--- config.mk ---
export PLATFORM = sky130hd
export DESIGN_NAME = ram_march_bist
export DESIGN_NICKNAME = d
export VERILOG_FILES = /design/src/rtl/ram_march_bist.sv
export SDC_FILE = /design/constraint.sdc
export NUM_CORES = 1
export LEC_CHECK = 0
export BUFFER_PORTS_ARGS = -buffer_cell sky130_fd_sc_hd__clkbuf_2
export CORE_MARGIN = 2
export CORE_UTILIZATION = 44
export CTS_BUF_LIST = sky130_fd_sc_hd__clkbuf_8
export CTS_CLUSTER_DIAMETER = 50
export DETAILED_ROUTE_END_ITERATION = 8
export PLACE_DENSITY = 0.75
export SYNTH_ARGS = -nofsm -noshare
export SYNTH_HDL_FRONTEND = slang
export SYNTH_SLANG_ARGS = --single-unit
--- constraint.sdc ---
create_clock -name clk -period 1.8 [get_ports clk]
set_clock_uncertainty 0.15 [all_clocks]
set_input_delay 0 -clock clk [delete_from_list [all_inputs] [get_ports clk]]
set_output_delay 0 -clock clk [all_outputs]
set_load 0.05 [all_outputs]
--- src/rtl/ram_march_bist.sv ---
// March C- BIST initiator for a single-port synchronous RAM (registered, read-first dout).
// Define RAM_BIST_FAIL_LOG_EN to build the first-failure log (fail_addr/fail_data/fail_elem).
module ram_march_bist #(
   parameter int unsigned DATA_WIDTH    = 8,
   parameter int unsigned ADDRESS_WIDTH = 4,
   parameter int unsigned DEPTH         = 16
) (
   input  logic                     clk,
   input  logic                     rst_n,
   input  logic                     start,
   output logic                     busy,
   output logic                     done,
   output logic                     pass,
   output logic                     ram_we,
   output logic [ADDRESS_WIDTH-1:0] ram_addr,
   output logic [DATA_WIDTH-1:0]    ram_din,
   input  logic [DATA_WIDTH-1:0]    ram_dout,
   output logic [ADDRESS_WIDTH-1:0] fail_addr,
   output logic [DATA_WIDTH-1:0]    fail_data,
   output logic [2:0]               fail_elem
);

   typedef enum logic [3:0] {
      StIdle, StM0, StM1, StM2, StM3, StM4, StM5, StFlush, StDone
   } state_e;

   localparam logic [ADDRESS_WIDTH-1:0] AddrLast = ADDRESS_WIDTH'(DEPTH - 1);
   localparam logic [ADDRESS_WIDTH-1:0] AddrOne  = ADDRESS_WIDTH'(1);
   localparam logic [DATA_WIDTH-1:0]    Ones     = '1;

   state_e                     state_q, state_d, next_st;
   logic [ADDRESS_WIDTH-1:0]   addr_q, addr_d;
   logic                       phase_q, phase_d;
   logic                       fail_q, fail_d;
   logic                       pass_q, pass_d;
   logic                       rd_valid_q, rd_exp_q;
   logic                       is_elem, two_phase, descending, wr_ones, exp_ones, next_desc;
   logic                       read_cycle, addr_end, mismatch;

   // Per-element attributes: direction, read/write patterns and successor.
   always_comb begin
      is_elem    = 1'b1;
      two_phase  = 1'b0;
      descending = 1'b0;
      wr_ones    = 1'b0;
      exp_ones   = 1'b0;
      next_st    = StIdle;
      next_desc  = 1'b0;
      unique case (state_q)
         StM0: next_st = StM1;
         StM1: begin
            two_phase = 1'b1;
            wr_ones   = 1'b1;
            next_st   = StM2;
         end
         StM2: begin
            two_phase = 1'b1;
            exp_ones  = 1'b1;
            next_st   = StM3;
            next_desc = 1'b1;
         end
         StM3: begin
            two_phase  = 1'b1;
            descending = 1'b1;
            wr_ones    = 1'b1;
            next_st    = StM4;
            next_desc  = 1'b1;
         end
         StM4: begin
            two_phase  = 1'b1;
            descending = 1'b1;
            exp_ones   = 1'b1;
            next_st    = StM5;
         end
         StM5: next_st = StFlush;
         default: is_elem = 1'b0;
      endcase
   end

   assign addr_end = descending ? (addr_q == '0) : (addr_q == AddrLast);
   assign mismatch = rd_valid_q && (ram_dout != (rd_exp_q ? Ones : '0));

   always_comb begin
      state_d    = state_q;
      addr_d     = addr_q;
      phase_d    = phase_q;
      pass_d     = pass_q;
      fail_d     = fail_q | mismatch;
      ram_we     = 1'b0;
      ram_addr   = '0;
      ram_din    = '0;
      read_cycle = 1'b0;
      if (is_elem) begin
         // Two-phase elements: phase 0 reads, phase 1 writes the same address.
         read_cycle = two_phase ? ~phase_q : (state_q == StM5);
         ram_we     = two_phase ? phase_q : (state_q == StM0);
         ram_addr   = addr_q;
         ram_din    = (ram_we && wr_ones) ? Ones : '0;
         if (two_phase) begin
            phase_d = ~phase_q;
         end
         if (!two_phase || phase_q) begin
            if (addr_end) begin
               state_d = next_st;
               addr_d  = next_desc ? AddrLast : '0;
            end else if (descending) begin
               addr_d = addr_q - AddrOne;
            end else begin
               addr_d = addr_q + AddrOne;
            end
         end
      end else begin
         case (state_q)
            StIdle: begin
               if (start) begin
                  state_d = StM0;
                  addr_d  = '0;
                  phase_d = 1'b0;
                  fail_d  = 1'b0;
                  pass_d  = 1'b0;
               end
            end
            StFlush: begin
               state_d = StDone;
               pass_d  = ~fail_d;
            end
            StDone:  state_d = StIdle;
            default: state_d = StIdle;
         endcase
      end
   end

   always_ff @(posedge clk or negedge rst_n) begin
      if (!rst_n) begin
         state_q    <= StIdle;
         addr_q     <= '0;
         phase_q    <= 1'b0;
         fail_q     <= 1'b0;
         pass_q     <= 1'b0;
         rd_valid_q <= 1'b0;
         rd_exp_q   <= 1'b0;
      end else begin
         state_q    <= state_d;
         addr_q     <= addr_d;
         phase_q    <= phase_d;
         fail_q     <= fail_d;
         pass_q     <= pass_d;
         rd_valid_q <= read_cycle;
         rd_exp_q   <= exp_ones;
      end
   end

   assign busy = is_elem || (state_q == StFlush);
   assign done = (state_q == StDone);
   assign pass = pass_q;

`ifdef RAM_BIST_FAIL_LOG_EN
   logic [ADDRESS_WIDTH-1:0] rd_addr_q, fail_addr_q;
   logic [DATA_WIDTH-1:0]    fail_data_q;
   logic [2:0]               rd_elem_q, fail_elem_q, elem_num;

   always_comb begin
      elem_num = 3'd0;
      case (state_q)
         StM1:    elem_num = 3'd1;
         StM2:    elem_num = 3'd2;
         StM3:    elem_num = 3'd3;
         StM4:    elem_num = 3'd4;
         StM5:    elem_num = 3'd5;
         default: elem_num = 3'd0;
      endcase
   end

   always_ff @(posedge clk or negedge rst_n) begin
      if (!rst_n) begin
         rd_addr_q   <= '0;
         rd_elem_q   <= '0;
         fail_addr_q <= '0;
         fail_data_q <= '0;
         fail_elem_q <= '0;
      end else begin
         rd_addr_q <= ram_addr;
         rd_elem_q <= elem_num;
         if (state_q == StIdle && start) begin
            fail_addr_q <= '0;
            fail_data_q <= '0;
            fail_elem_q <= '0;
         end else if (mismatch && !fail_q) begin
            fail_addr_q <= rd_addr_q;
            fail_data_q <= ram_dout;
            fail_elem_q <= rd_elem_q;
         end
      end
   end

   assign fail_addr = fail_addr_q;
   assign fail_data = fail_data_q;
   assign fail_elem = fail_elem_q;
`else
   assign fail_addr = '0;
   assign fail_data = '0;
   assign fail_elem = '0;
`endif

endmodule

==> key figures, run 1 <==
Worst setup path
  • Critical path capture point: addr_q[3]
  • Crit start category: flop
  • R2R Setup Slk: -0.32 ns
  • CP Max Fanout: 3
  • CP Launch Point: state_q[1]
  • R2R depth: 7
  • Reg2reg start: state_q[1]
  • Critical path required time: 1.84 ns
  • CP Data Arrival Time: 2.16 ns
  • WS Path Type: reg -> reg
  • Reg-to-Reg End: addr_q[3]
  • CP Capture Type: flop

Power
  • Leakage: 0.000754 uW
  • Worst VDD drop: about 0.46 mV
  • PwrDens: 396 nW/um^2
  • Total power draw: 662 uW

GRT
  • First-pass GRT wire length: 4240 um
  • Number of global-route vias before repair: between 900 and 1000
  • Largest net degree at the start of global routing: 19
  • Initial antenna violation count: 0
  • Grt ovf: 0
  • Total GRT Usage: 20.8%

Yosys
  • Top cells by count, synth: buf_4, nor2_1, dfrtp_1
  • Distinct cells, synth: 45
  • Synthesized area: 1130 sq um
  • Area leader, netlist: dfrtp_1
  • Synth area leaders: dfrtp_1, buf_4, nor2_1
  • Synth Register Bits: 13
  • Number of flops mapped to enable cells by yosys: 0
  • Yosys warnings: 0
  • Top cell type's share of synthesized area: 28.8%
  • Syn Area/Cell: 8.49 sq um
  • Fraction of registers with async set/reset: 100%
  • Most frequent cell after synthesis: buf_4
  • Main synth FF type: dfrtp_1
  • Syn Inst Count: approximately 130
  • Sequential fraction of the synthesis area: 28.8%

Clocking
  • Worst skew pair latency: 0.26 ns
  • CTS Root Buffer Type: clkbuf_8
  • Clock tree buffer depth: 2
  • Clock-pin slew on the worst setup and hold paths: 0.06 ns
  • Clk sinks: 13
  • CTS tree: yes
  • Num CTS Buffers: 3
  • H-tree Lvls: 1

Floorplan
  • Initial cell density of the core: between 40% and 50%
  • Num rows: 18
  • Die Span X: 54.6 um
  • Die ar.: 2990 sq um
  • Core Footprint: 2450 sq um
  • Die Y: around 55 um
  • # IOs: 42

STA
  • Tcrit/Tclk final: 118%
  • Final hold vios: 0
  • Max-slew violations: 0
  • Final worst slack: -0.318 ns
  • Final setup violation count: 7
  • Peak Freq: roughly 0.47 GHz
  • Unrepaired setup endpoints after global routing: true
  • Final min period: between 2 and 2.5 ns

Final layout
  • Ant diodes: 0
  • Share of layout cells above drive strength 1: between 40% and 50%
  • Post-layout util: 68.0%
  • Post-layout net count: 187
  • Area Growth Syn to Fin: 48.0%

Placement
  • IO Port Bufs: 26
  • Placer Congestion: 0.801
  • HPWL Detailed: approximately 2000 um

Routing
  • Residual DRC: 0
  • Routed length per instance: 15.0 um
  • DRT iter0 DRCs: 30
  • Vias: 1074
  • DRT Wirelength: 3030 um
  • First-pass DRT Iterations: 4
  • Antenna Nets Post-Route: 0
  • Vias per inst: 5.32

Outcome
  • Outcome: complete, but fails checks
  • Failing checks: setup timing

Job
  • Max-cap viol count: 0

Hold path
  • Hold WC Path Type: in -> async
## per-layer routing
metal | global-route usage [%] | vias up | part of all wire (%)
li1 | - | 510 | -
met1 | 23.9 | 518 | 42
met2 | 34.3 | 38 | 51
met3 | 4.37 | 8 | 4.3
met4 | 14.2 | 0 | 2.7
met5 | 0 | - | 0
## sequential cells by signal (all words and copies together), names as in the netlist
register / cells
addr_q: 4
fail_q: 1
pass: 1
phase_q: 1
rd_exp_q: 1
rd_valid_q: 1
state_q: 4
## power breakdown
| part | internal, uW | leakage, uW | switching [uW] |
|---|---|---|---|
| Combinational | 12.2 | 0.000582 | 82.5 |
| Clock | 154 | 0.0000255 | 121 |
| Sequential | 292 | 0.000146 | 0 |
## per-stage QoR
step	hold WS, ns	instances	instance area, sq um	worst slack (ns)	TNS, ns
2_1_floorplan	-0.446	147	1270	-0.211	-1.81
3_3_place_gp	-0.235	193	1330	-0.0733	-0.176
3_5_place_dp	-0.227	193	1330	-0.111	-0.408
4_1_cts	0.0335	201	1570	-0.135	-0.520
5_1_grt	0.0440	202	1670	-0.337	-1.70
6_report	0.0245	202	1670	-0.318	-0.803
## worst min-delay path by stage
stage                     startpoint         to  slack, ns  depth (start not counted)
final                          rst_n  addr_q[0]       0.02                          2
after global routing           rst_n  addr_q[2]       0.04                          2
after CTS                      rst_n  addr_q[0]       0.03                          2
after floorplan                rst_n  addr_q[0]      -0.45                          0
after detailed placement       rst_n  addr_q[0]      -0.23                          1
after global placement         rst_n  addr_q[0]      -0.23                          1
## critical path: stages (launching register included)
cell,delay [ns]
dfrtp_1,0.40
nor3b_4,0.23
buf_6,0.15
ha_1,0.25
a21oi_2,0.16
xor2_1,0.21
mux2i_1,0.30
a22o_1,0.20
## repair_timing
item                                    4_1_cts  5_1_grt
cloned                                        0        0
resized for setup                            37       38
setup buffers                                 2        2
pin swaps                                     3       10
hold buffers                                  2        0
endpoints found under the setup margin       22       23
hold endpoints to repair                     14        0
## layout make-up
type / instances / area (sq um)
Inverter: 6 / 27.5
Clock buffer: 3 / 41.3
Timing Repair Buffer: 49 / 473
Multi-Input combinational cell: 100 / 761
Clock inverter: 1 / 5.00
Fill cell: 177 / 785
Sequential cell: 13 / 325
Tap cell: 30 / 37.5
## kinds of logic (layout without fill, tap and decap cells)
logic type                 Yosys count  after routing  synth area share, %
and+or+nand+nor                     49             49                 25.4
buffers and inverters               34             59                 20.2
AOI/OAI and AO/OA                   26             26                 15.2
DFF                                 13             13                 28.8
muxes                                4              4                 3.77
adders and majority gates            3              3                 3.99
xor gates and xnor gates             3              3                 2.33
other                                1             15                0.332
## placed cells by master (no fill, tap or decap), types with 3 or more instances in the layout
cell,count
buf_6,8
a21oi_1,3
conb_1,15
dfrtp_1,13
inv_1,5
nor2_1,13
clkbuf_8,3
buf_4,15
buf_8,13
and2_1,3
nand2_1,6
nor4_4,3
o21ai_1,4
clkbuf_2,11
Power figures use the tool's default switching activity.
==> run 2, diff against run 1 <==
--- a/config.mk
+++ b/config.mk
@@ -12,6 +12,7 @@
 export CTS_CLUSTER_DIAMETER = 50
 export DETAILED_ROUTE_END_ITERATION = 8
 export PLACE_DENSITY = 0.75
+export SETUP_SLACK_MARGIN = 0.4
 export SYNTH_ARGS = -nofsm -noshare
 export SYNTH_HDL_FRONTEND = slang
 export SYNTH_SLANG_ARGS = --single-unit
==> run 2 against run 1 <==
Compared with the run above:
- the flow still finishes with violations (setup timing)
- global-route usage grew 1.8 points
- clock-buffer cell count unchanged
- combinational power grew 1%
- non-clock buffer count is 7 higher
- utilization increased by 7.4 points
- flip-flop and latch count stayed put
- sequential share of layout area down 1.9 points
- critical path depth unchanged
- sequential power about the same
- register-to-register slack gained 0.06 ns
- wire length rose by 14%
- critical path type unchanged
- critical endpoint unchanged
- largest power group unchanged
==> key figures, run 2 (synthesized netlist as in run 1, its figures left out) <==
Final layout
  • Largest regs: addr_q: 4 flops, state_q: 4 flops
  • Share of layout cells above drive strength 1: 52.0% (+6.6 points)
  • Multi-input logic area: 800 sq um (+5.1%)
  • Most common cell after layout, fill and taps aside: buf_4
  • Post-layout net count: 194 (+3.7%)
  • Post-layout util: 75.4% (+7.4 points)
  • Reg area: 325 sq um (unchanged)
  • Final non-filler cell area: 1850 sq um (+11%)
  • Commonest non-fill, non-tap cells in the layout: buf_4, conb_1, dfrtp_1, nor2_1, clkbuf_2
  • Area Growth Syn to Fin: 64.1%
  • Ant diodes: 0 (unchanged)
  • # fillers: 159 (-10%)

Clocking
  • CTS Root Buffer Type: clkbuf_8
  • Num CTS Buffers: 3 (unchanged)
  • Clock-pin slew on the worst setup and hold paths: 0.06 ns (about the same)
  • H-tree Lvls: 1 (unchanged)
  • Clock tree buffer depth: 2 (unchanged)
  • Clk sinks: 13 (unchanged)
  • Worst skew pair latency: 0.24 ns (-0.02 ns)
  • CTS tree: yes

STA
  • Final setup violation count: 20 (+13)
  • Fin Hold WS: 0.0426 ns (+0.0181 ns)
  • Final hold vios: 0 (unchanged)
  • Unrepaired setup endpoints after global routing: true
  • Final worst slack: -0.254 ns (+0.0641 ns)
  • Max-slew violations: 0 (unchanged)
  • Peak Freq: 0.487 GHz (+3.1%)
  • Tcrit/Tclk final: 114% (-3.6 points)
  • Final min period: 2.05 ns (-0.0641 ns)

GRT
  • Largest net degree at the start of global routing: 19 (unchanged)
  • Number of global-route vias before repair: 1025 (+14%)
  • First-pass GRT wire length: 4690 um (+11%)
  • Grt ovf: 0 (unchanged)
  • Initial antenna violation count: 0 (unchanged)
  • Total GRT Usage: 22.6% (+1.8 points)

Routing
  • DRT iter0 DRCs: 44 (+47%)
  • Routed length per instance: 16.6 um (+10%)
  • Vias per inst: 5.51 (+3.7%)
  • First-pass DRT Iterations: 4 (unchanged)
  • DRT Wirelength: 3460 um (+14%)
  • Antenna Nets Post-Route: 0 (unchanged)
  • Vias: 1152 (+7.3%)
  • Residual DRC: 0 (unchanged)

Floorplan
  • # IOs: 42 (unchanged)
  • Initial cell density of the core: 46.0% (unchanged)
  • Die Y: 54.6 um (unchanged)
  • Die ar.: 2990 sq um (unchanged)
  • Die Span X: 54.6 um (unchanged)
  • Num rows: 18 (unchanged)
  • Core Footprint: 2450 sq um (unchanged)

Outcome
  • Failing checks: setup timing
  • Outcome: complete, but fails checks

Power
  • Total power draw: 655 uW (-1.0%)
  • PwrDens: 354 nW/um^2 (-11%)
  • Leakage: 0.000829 uW (+10%)
  • Worst VDD drop: 0.323 mV (-29%)

Worst setup path
  • Critical path required time: 1.84 ns (about the same)
  • Delay-heaviest family, CP: flip-flops
  • Max stage delay on crit path: 0.41 ns (about the same)
  • CP Data Arrival Time: 2.09 ns (-0.07 ns)
  • CP Max Fanout: 4 (+1)
  • Critical Path, Cell by Cell: nor3b_4 > buf_4 > ha_1 > a21oi_2 > xor2_1 > mux2i_1 > a22o_1
  • CP max stage cell: dfrtp_1
  • Crit start category: flop
  • WS Path Type: reg -> reg
  • CP Capture Type: flop
  • Worst path bufs/invs: 1 (unchanged)

Placement
  • HPWL Detailed: 1980 um (+0.23%)
  • IO Port Bufs: 26 (unchanged)
  • Placer Congestion: 0.872 (+8.8%)
  • Dpl cell area: 1340 sq um (+1.0%)

Hold path
  • Hold WC Path Type: in -> async

Job
  • Max-cap viol count: 0 (unchanged)
[run 2: where the power goes]
group / switching (uW) / internal, uW / total [uW]
clock: 116 / 151 / 267
sequential: 0 / 292 / 292
combinational: 83.6 / 12.2 / 95.9
total: 200 / 455 / 655
[run 2: area by class of cell]
class,instances,area share [%]
multi-input combinational,100,43.2
timing repair buffer,56,33.4
sequential,13,17.6
clock buffer,3,2.23
tap,30,2.03
inverter,6,1.35
clock inverter,1,0.203
[run 2: per-stage QoR]
| step | TNS [ns] | worst slack [ns] | cells |
|---|---|---|---|
| 6_report | -2.26 | -0.254 | 209 |
| 5_1_grt | -3.31 | -0.336 | 209 |
| 4_1_cts | -0.957 | -0.174 | 205 |
| 3_5_place_dp | -0.684 | -0.192 | 192 |
| 3_3_place_gp | -0.404 | -0.117 | 192 |
| 2_1_floorplan | -2.12 | -0.211 | 147 |
[run 2: routing by layer]
layer	wire length (um)	global-route usage, %
met5	0	0
met4	73	5.00
met3	193	2.73
met2	1920	44.2
met1	1270	25.4
[run 2: repair_timing]
item                                    4_1_cts  5_1_grt
setup buffers                                 7        4
hold buffers                                  2        0
endpoints found under the hold margin        14        0
resized for setup                            55       29
pin swaps                                    12       14
endpoints found under the setup margin       27       28
[run 2: final timing paths]
path | startpoint | end | slack, ns | cells past startpoint
max | state_q[1] | addr_q[3] | -0.25 | 7
min | rst_n | addr_q[1] | 0.04 | 2
max reg2reg | state_q[1] | addr_q[3] | -0.25 | 7
min reg2reg | addr_q[0] | addr_q[0] | 0.43 | 1
max in group asynchronous | rst_n | phase_q | 1.19 | 2
min in group clk | ram_dout[0] | fail_q | 0.05 | 4
